[src/rtl/gun_tracker.sv]
// Light-gun crosshair tracker: per-channel cursor positions driven by a digital
// pad (accelerating relative motion) or an analog stick (absolute), updated once per frame.
module gun_tracker #(
    parameter int CHANNELS  = 2,
    parameter int POS_W     = 8,
    parameter int H_MIN     = 0,
    parameter int H_MAX     = 255,
    parameter int V_MIN     = 0,
    parameter int V_MAX     = 239,
    parameter int SPEED_MAX = 6,
    parameter int ASHIFT    = 0
) (
    input  logic                      clk_sys,
    input  logic                      reset_n,
    input  logic                      vblank,
    input  logic [4*CHANNELS-1:0]     joy_dir,
    input  logic [8*CHANNELS-1:0]     analog_x,
    input  logic [8*CHANNELS-1:0]     analog_y,
    input  logic [CHANNELS-1:0]       mode,
    input  logic [CHANNELS-1:0]       recenter,
    output logic [POS_W*CHANNELS-1:0] gun_h,
    output logic [POS_W*CHANNELS-1:0] gun_v,
    output logic                      update
);

    localparam int CENTER_H = (H_MIN + H_MAX) / 2;
    localparam int CENTER_V = (V_MIN + V_MAX) / 2;
    localparam int AW       = POS_W + 2;

    typedef logic signed [AW-1:0] pos_t;
    typedef logic [3:0]           spd_t;

    localparam logic [POS_W-1:0] CEN_H = POS_W'(CENTER_H);
    localparam logic [POS_W-1:0] CEN_V = POS_W'(CENTER_V);
    localparam spd_t             SPD1  = 4'd1;
    localparam spd_t             SPDM  = spd_t'(SPEED_MAX);

    function automatic logic [POS_W-1:0] clamp_pos(input pos_t p, input int lo, input int hi);
        if (p < pos_t'(lo)) return POS_W'(lo);
        if (p > pos_t'(hi)) return POS_W'(hi);
        return POS_W'(p);
    endfunction

    // Opposing directions on one axis cancel; the speed still ramps.
    function automatic pos_t step(input logic inc, input logic dec, input spd_t s);
        if (inc && !dec) return pos_t'(s);
        if (dec && !inc) return -pos_t'(s);
        return '0;
    endfunction

    function automatic pos_t analog_pos(input logic signed [7:0] a, input int center);
        pos_t off;
        off = pos_t'(a) >>> ASHIFT;
        return pos_t'(center) + off;
    endfunction

    logic                      vb_q;
    logic                      upd_q, upd_d;
    logic [POS_W*CHANNELS-1:0] h_q, h_d;
    logic [POS_W*CHANNELS-1:0] v_q, v_d;
    logic [4*CHANNELS-1:0]     spd_q, spd_d;
    logic                      tick;
    logic [3:0]                dir;
    spd_t                      spd;
    pos_t                      hq, vq;

    always_comb begin
        tick  = vblank & ~vb_q;
        h_d   = h_q;
        v_d   = v_q;
        spd_d = spd_q;
        upd_d = tick;
        dir   = '0;
        spd   = SPD1;
        hq    = '0;
        vq    = '0;
        for (int n = 0; n < CHANNELS; n++) begin
            dir = joy_dir[4*n +: 4];
            spd = spd_q[4*n +: 4];
            hq  = pos_t'(h_q[POS_W*n +: POS_W]);
            vq  = pos_t'(v_q[POS_W*n +: POS_W]);
            if (tick) begin
                if (recenter[n]) begin
                    h_d[POS_W*n +: POS_W] = CEN_H;
                    v_d[POS_W*n +: POS_W] = CEN_V;
                    spd_d[4*n +: 4]       = SPD1;
                end else if (mode[n]) begin
                    h_d[POS_W*n +: POS_W] = clamp_pos(analog_pos(analog_x[8*n +: 8], CENTER_H), H_MIN, H_MAX);
                    v_d[POS_W*n +: POS_W] = clamp_pos(analog_pos(analog_y[8*n +: 8], CENTER_V), V_MIN, V_MAX);
                    spd_d[4*n +: 4]       = SPD1;
                end else begin
                    // bit0 right, bit1 left, bit2 down, bit3 up
                    h_d[POS_W*n +: POS_W] = clamp_pos(hq + step(dir[0], dir[1], spd), H_MIN, H_MAX);
                    v_d[POS_W*n +: POS_W] = clamp_pos(vq + step(dir[2], dir[3], spd), V_MIN, V_MAX);
                    if (dir == 4'd0)
                        spd_d[4*n +: 4] = SPD1;
                    else if (spd >= SPDM)
                        spd_d[4*n +: 4] = SPDM;
                    else
                        spd_d[4*n +: 4] = spd + 4'd1;
                end
            end
        end
    end

    // vb_q resets high so a vblank already asserted at release is not a tick.
    always_ff @(posedge clk_sys or negedge reset_n) begin
        if (!reset_n) begin
            vb_q  <= 1'b1;
            upd_q <= 1'b0;
            h_q   <= {CHANNELS{CEN_H}};
            v_q   <= {CHANNELS{CEN_V}};
            spd_q <= {CHANNELS{SPD1}};
        end else begin
            vb_q  <= vblank;
            upd_q <= upd_d;
            h_q   <= h_d;
            v_q   <= v_d;
            spd_q <= spd_d;
        end
    end

    assign gun_h  = h_q;
    assign gun_v  = v_q;
    assign update = upd_q;

endmodule

[config.mk]
export PLATFORM = sky130hd
export DESIGN_NAME = gun_tracker
export DESIGN_NICKNAME = d
export VERILOG_FILES = /design/src/rtl/gun_tracker.sv
export SDC_FILE = /design/constraint.sdc
export NUM_CORES = 1
export LEC_CHECK = 0
export BUFFER_PORTS_ARGS = -buffer_cell sky130_fd_sc_hd__buf_2
export CORE_ASPECT_RATIO = 1.2
export CORE_MARGIN = 3
export CORE_UTILIZATION = 40
export CTS_BUF_LIST = sky130_fd_sc_hd__clkbuf_16
export CTS_CLUSTER_DIAMETER = 100
export DETAILED_ROUTE_END_ITERATION = 10
export HOLD_SLACK_MARGIN = 0.1
export PLACE_DENSITY = 0.61
export SLEW_MARGIN = 15
export SYNTH_ARGS = -nofsm -noshare
export SYNTH_HDL_FRONTEND = slang
export SYNTH_SLANG_ARGS = --single-unit
[constraint.sdc]
create_clock -name clk_sys -period 3 [get_ports clk_sys]
set_input_delay 0.3 -clock clk_sys [delete_from_list [all_inputs] [get_ports clk_sys]]
set_output_delay 0.3 -clock clk_sys [all_outputs]
set_load 0.01 [all_outputs]
==> summary.txt, run 1 <==
Outcome
  – Failing checks: setup timing
  – Outcome: complete, but fails checks

Critical path
  – CP max FO: 5
  – Critical path arrival: 3.31 ns
  – Setup crit end kind: flop
  – WP data required: 3.24 ns
  – Startpoint Class: flop
  – Kind of critical path: flop to flop

GRT
  – Vias in the first global route: 5241
  – Grt ovf: 0
  – Total Routing Usage GR: 0.218
  – Initial antenna violation count: 0
  – Largest net degree at the start of global routing: 43
  – Global-route wire length before repair: 24.7 mm

Timing
  – Min Hold Slack: 0.130 ns
  – Final min period: 3.07 ns
  – Setup TNS: -0.238 ns
  – Tcrit/Tclk final: 1.02
  – Max-slew violations: 0
  – FMAX: 326 MHz
  – Finish-stage setup viols: 8
  – Final Hold Fails: 0
  – Worst setup margin: -0.0709 ns
  – Unrepaired setup endpoints after global routing: yes
  – Slew headroom: 0.322
  – Clock skew: 0.00718 ns
  – Worst-margin pin slew: 1.02 ns

Synth
  – Mapped cell area: 0.00498 sq mm
  – Top_reg_cell synth: dfstp_2
  – Avg Cell Area, Syn: 8.27 sq um
  – Register area share after synthesis: 0.218
  – Post-synthesis register bit count: 42
  – Ys async rst share: 1.00
  – Syn Inst Count: 602
  – Synth area leaders: dfstp_2 15%, ha_1 12%, dfrtp_1 6.5%
  – Mapped Nets: 701
  – Area leader, netlist: dfstp_2
  – Synth cell types: 80
  – Synth top area share: 0.153
  – Number of synthesized flops with an enable pin: 0
  – YS warnings: 0

Die
  – Core ar.: 0.0121 sq mm
  – IO Pins: 80
  – Die Footprint: 0.0138 sq mm
  – Die Width: 108 um
  – Initial Utilization: 0.411
  – Number of core rows: 44
  – Die height: 128 um

Power
  – Leak: 2.82 nW
  – Power Dens Cells: 526 mW/mm^2
  – Worst vdd ir: 0.000274 V

Run
  – Max-cap violations: 0

Placed design
  – Dpl ws: -0.138 ns
  – Final GP Congestion: 0.928
  – DP Wirelength: 11.6 mm
  – Port Buffers: 79

Layout
  – Net count reported at finish: 848
  – Area Growth Syn to Fin: 33.8%
  – N_diodes: 0
  – Share of layout cells above drive strength 1: 0.371

Route
  – Pre-Repair DR Iteration Count: 4
  – Remaining DRCs: 0
  – Total Wirelength: 15.4 mm
  – DR vias: 5310
  – Vias/cell: 5.83
  – Antenna violation net count after detailed routing: 0
  – DR WL/cell: 16.9 um
  – Initial DRC count: 226

Clocking
  – Hold_buf cts: 0
  – Reg clk slew, reported paths: 0.07 ns
  – CTS tree: yes
  – Clk_lat worst skew: 0.29 ns
  – Clk buf depth: 2
  – Clock Sinks: 42
  – H-Tree Depth: 2
  – CTS Buf Count: 5
  – Clk Tree Root Cell: clkbuf_16

Worst hold path
  – Min-delay worst type: primary input to flop
## logic make-up (layout without fill, tap and decap cells)
family,count (synthesis),in the layout,synth area share
AO/OA/AOI/OAI,233,233,0.334
XOR/XNOR,41,41,0.0721
adder cells (fa/ha/maj),52,52,0.137
buffers and inverters,48,196,0.0364
flip-flops,42,42,0.218
multiplexers,3,3,0.00653
AND/OR/NAND/NOR,183,183,0.196
## flip-flops by register name (all words and copies together), names as in the netlist
register / flops
gun_h: 16
gun_v: 16
vb_q: 1
spd_q: 8
update: 1
## cell usage after synthesis, drive strengths merged (10+ instances only)
library cell and instances:
clkbuf 10, nor3 18, a21oi 44, o21ai 49
a31oi 13, dfrtp 13, o22a 14, ha 48
o21a 10, nor2 54, dfstp 29, xnor2 27
nand2 31, a211oi 19, nand2b 19, xor2 14
inv 35
## placed cells by master, fill, tap and decap left out, types with 5 or more instances in the layout
master     instances
a31oi_1           12
nor2b_1            9
a21o_1             6
buf_2             79
o32a_1             5
and3_1             5
nand2b_1          19
nor2_1            48
dfstp_2           29
nand3_1            8
dfrtp_1           11
nor3_1            14
ha_4               6
o21ai_0           36
inv_1             32
a21oi_2            7
nand2_1           30
o21a_1            10
ha_1              38
a21oi_1           37
clkbuf_16          5
nor2_2             5
xor2_1            12
o22a_1            14
o31ai_1            5
o221ai_1           6
o21ai_1            9
a211oi_2          10
o211ai_1           7
a211o_1            5
buf_4             71
xnor2_1           24
a211oi_1           6
## report_power, final
| group | switching [mW] | internal (mW) |
|---|---|---|
| clock | 0.243 | 0.302 |
| sequential | 0.110 | 0.708 |
| combinational | 1.11 | 1.04 |
## cell type report
class                           instances  area, sq um
Clock buffer                            5          125
Clock inverter                          3         12.5
Fill cell                            1162         5450
Inverter                               37          139
Multi-Input combinational cell        512         4160
Sequential cell                        42         1090
Tap cell                              161          201
Timing Repair Buffer                  151          940
## layer usage
metal | routed length [um] | vias up | global-route usage
met1 | 6540 | 2586 | 0.270
met5 | 0 | - | 0
met3 | 492 | 21 | 0.0237
li1 | - | 2583 | -
met2 | 8000 | 120 | 0.397
met4 | 340 | 0 | 0.0579
## final timing paths
check / slack (ns) / depth (start not counted) / from / end
max: -0.07 / 10 / spd_q[0]$_DFFE_PN1P_ / gun_v[2]$_DFFE_PN1P_
min: 0.13 / 1 / vblank / vb_q$_DFF_PN1_
max reg2reg: -0.07 / 10 / spd_q[0]$_DFFE_PN1P_ / gun_v[2]$_DFFE_PN1P_
min reg2reg: 0.51 / 2 / gun_h[6]$_DFFE_PN1P_ / gun_h[6]$_DFFE_PN1P_
max in group asynchronous: 2.12 / 1 / reset_n / spd_q[3]$_DFFE_PN0P_
min in group asynchronous: 0.18 / 1 / reset_n / gun_v[15]$_DFFE_PN0P_
## worst max-delay path, stage by stage, from the launching register on
cell	delay [ns]
dfstp_2	0.57
inv_2	0.06
ha_4	0.22
a22o_4	0.23
ha_1	0.32
a211oi_4	0.28
o21ai_2	0.12
or4_4	0.53
a311oi_4	0.38
o31a_1	0.19
o22a_1	0.11
## per-stage QoR
| stage | cells | instance area [sq um] | utilization | power [mW] |
|---|---|---|---|---|
| final | 911 | 6670 | 0.550 | 3.51 |
| after detailed placement | 886 | 6000 | 0.496 | 2.65 |
| after CTS | 897 | 6270 | 0.518 | 3.28 |
| after floorplan | 602 | 5040 | - | 2.02 |
| after global routing | 911 | 6670 | 0.550 | 3.77 |
| after global placement | 886 | 6000 | 0.496 | 2.60 |
## repair_timing
action                     4_1_cts  5_1_grt
pin swaps                        8       41
buffers inserted                 3       14
setup endpoints to repair       26       29
gates resized for setup         20       64
Power figures use the tool's default switching activity.
==> run 2, diff against run 1 <==
Settings changed: CTS_BUF_LIST sky130_fd_sc_hd__clkbuf_16 to unset, TNS_END_PERCENT set to 10.
==> run 2 against run 1 <==
Net effect:
- the flow still finishes with violations (setup timing)
- die area unchanged
- maximum frequency rose by 1.0%
- clock skew hardly changed
- worst hold slack worse by 0.0068 ns
- critical path depth up 1
- non-clock buffer count fell by 8
- clock power is 14% higher
- utilization down 1.4 points
==> summary.txt, run 2 (synthesis results as in run 1) <==
Critical path
  – CP max FO: 4
  – WP data required: 3.18 ns
  – Critical path, cell by cell: inv_2 > ha_4 > a22o_4 > fa_2 > a211oi_4 > nor2_2 > o31ai_4 > xor2_2 > buf_4 > a2111oi_4 > a211o_1
  – Startpoint Class: flop
  – Kind of critical path: flop to flop
  – Critical path arrival: 3.22 ns
  – Worst path slowest cell: dfstp_2
  – Setup crit end kind: flop
  – Critical Path Max Stage Delay: 0.55 ns
  – WP buf/inv: 2
  – Family with the most delay on the worst path: compound AO/OA/AOI/OAI gates
  – Flop2flop setup slack: -0.04 ns

Layout
  – Area Growth Syn to Fin: 30.4%
  – Most common cell after layout, fill and taps aside: buf_2
  – Net count reported at finish: 840
  – Filler cells: 1146
  – Core Util, Final: 0.536
  – N_diodes: 0
  – Share of layout cells above drive strength 1: 0.321
  – Most frequent cells in the layout: 79 x buf_2, 64 x buf_4, 49 x nor2_1

Clocking
  – Reg clk slew, reported paths: 0.07 ns
  – Clk buf depth: 2
  – Clk Tree Root Cell: clkbuf_16
  – CTS Buf Count: 5
  – H-Tree Depth: 2
  – CTS tree: yes
  – Clk_lat worst skew: 0.29 ns
  – Clock Sinks: 42

Power
  – Leak: 2.78 nW
  – Worst vdd ir: 0.000248 V
  – Power Dens Cells: 532 mW/mm^2
  – Comb power frac: 0.585
  – Sw frac: 0.407
  – Sequential Power Share: 0.235
  – Switching pwr: 1.41 mW
  – Total Power: 3.45 mW
  – Clock power frac: 0.180
  – Pint: 2.05 mW

Die
  – Number of core rows: 44
  – Die Width: 108 um
  – Die Footprint: 0.0138 sq mm
  – IO Pins: 80
  – Initial Utilization: 0.411
  – Core ar.: 0.0121 sq mm
  – Die height: 128 um

Timing
  – Unrepaired setup endpoints after global routing: yes
  – Clock skew: 0.00716 ns
  – Finish-stage setup viols: 7
  – Tcrit/Tclk final: 1.01
  – Slew headroom: 0.301
  – Worst-margin pin slew: 1.05 ns
  – Final min period: 3.04 ns
  – FMAX: 329 MHz
  – Max-slew violations: 0
  – Final Hold Fails: 0
  – Worst setup margin: -0.0396 ns

GRT
  – Vias in the first global route: 5248
  – Total Routing Usage GR: 0.217
  – Largest net degree at the start of global routing: 43
  – Initial antenna violation count: 0
  – Grt ovf: 0
  – Global-route wire length before repair: 24.6 mm

Worst hold path
  – Min-delay worst type: primary input to flop

Route
  – Remaining DRCs: 0
  – Pre-Repair DR Iteration Count: 5
  – DR vias: 5247
  – Vias/cell: 5.81
  – Antenna violation net count after detailed routing: 0
  – Initial DRC count: 209
  – Total Wirelength: 14.9 mm
  – DR WL/cell: 16.5 um

Placed design
  – Final GP Congestion: 0.899
  – DP Wirelength: 11.4 mm
  – Port Buffers: 79

Outcome
  – Outcome: complete, but fails checks
  – Failing checks: setup timing

Run
  – Max-cap violations: 0
## run 2: power groups by stage
stage	sequential, mW	clock (mW)	combinational [mW]
floorplan	0.836	0	1.18
global placement	0.818	0	1.76
detailed placement	0.820	0	1.79
CTS	0.814	0.640	1.88
global route	0.827	0.663	2.22
finish	0.812	0.622	2.02
## run 2: final timing paths
kind,end,cells past startpoint,startpoint
hold / removal,vb_q$_DFF_PN1_,1,vblank
min in group asynchronous,gun_h[7]$_DFFE_PN0P_,1,reset_n
setup reg to reg,gun_v[15]$_DFFE_PN0P_,11,spd_q[4]$_DFFE_PN1P_
hold reg to reg,gun_h[4]$_DFFE_PN1P_,2,gun_h[4]$_DFFE_PN1P_
max in group asynchronous,spd_q[2]$_DFFE_PN0P_,1,reset_n
setup / recovery,gun_v[15]$_DFFE_PN0P_,11,spd_q[4]$_DFFE_PN1P_
## run 2: per-layer routing
layer  track usage  wire length (um)  up-vias
li1              -                 -     2574
met2         0.381              7640      121
met1         0.264              6300     2513
met3        0.0247               484       39
met5             0                 0        -
met4        0.0988               506        0
## run 2: repair_timing
action,CTS,global route
buffers inserted,6,5
endpoints found under the setup margin,22,32
gates cloned,0,0
resized for setup,17,35
pin swaps,14,14
hold buffers,0,0
## run 2: cell type report
class                           instances  area [sq um]  area share
Sequential cell                        42          1090       0.167
Inverter                               37           139      0.0214
Multi-Input combinational cell        512          4030       0.620
Timing Repair Buffer                  143           876       0.135
Clock buffer                            8           166      0.0256
Tap cell                              161           201      0.0310
## run 2: per-stage QoR
| step | setup TNS (ns) | setup slack, ns | std cells | hold WS (ns) | cell area, sq um |
|---|---|---|---|---|---|
| global route | -1.89 | -0.164 | 903 | 0.115 | 6500 |
| detailed placement | -0.559 | -0.109 | 884 | 0.425 | 5970 |
| global placement | -0.0525 | -0.0316 | 884 | 0.422 | 5970 |
| floorplan | -0.0497 | -0.0276 | 602 | 0.00441 | 5020 |
| CTS | -0.316 | -0.0598 | 898 | 0.113 | 6290 |
| finish | -0.158 | -0.0396 | 903 | 0.123 | 6500 |
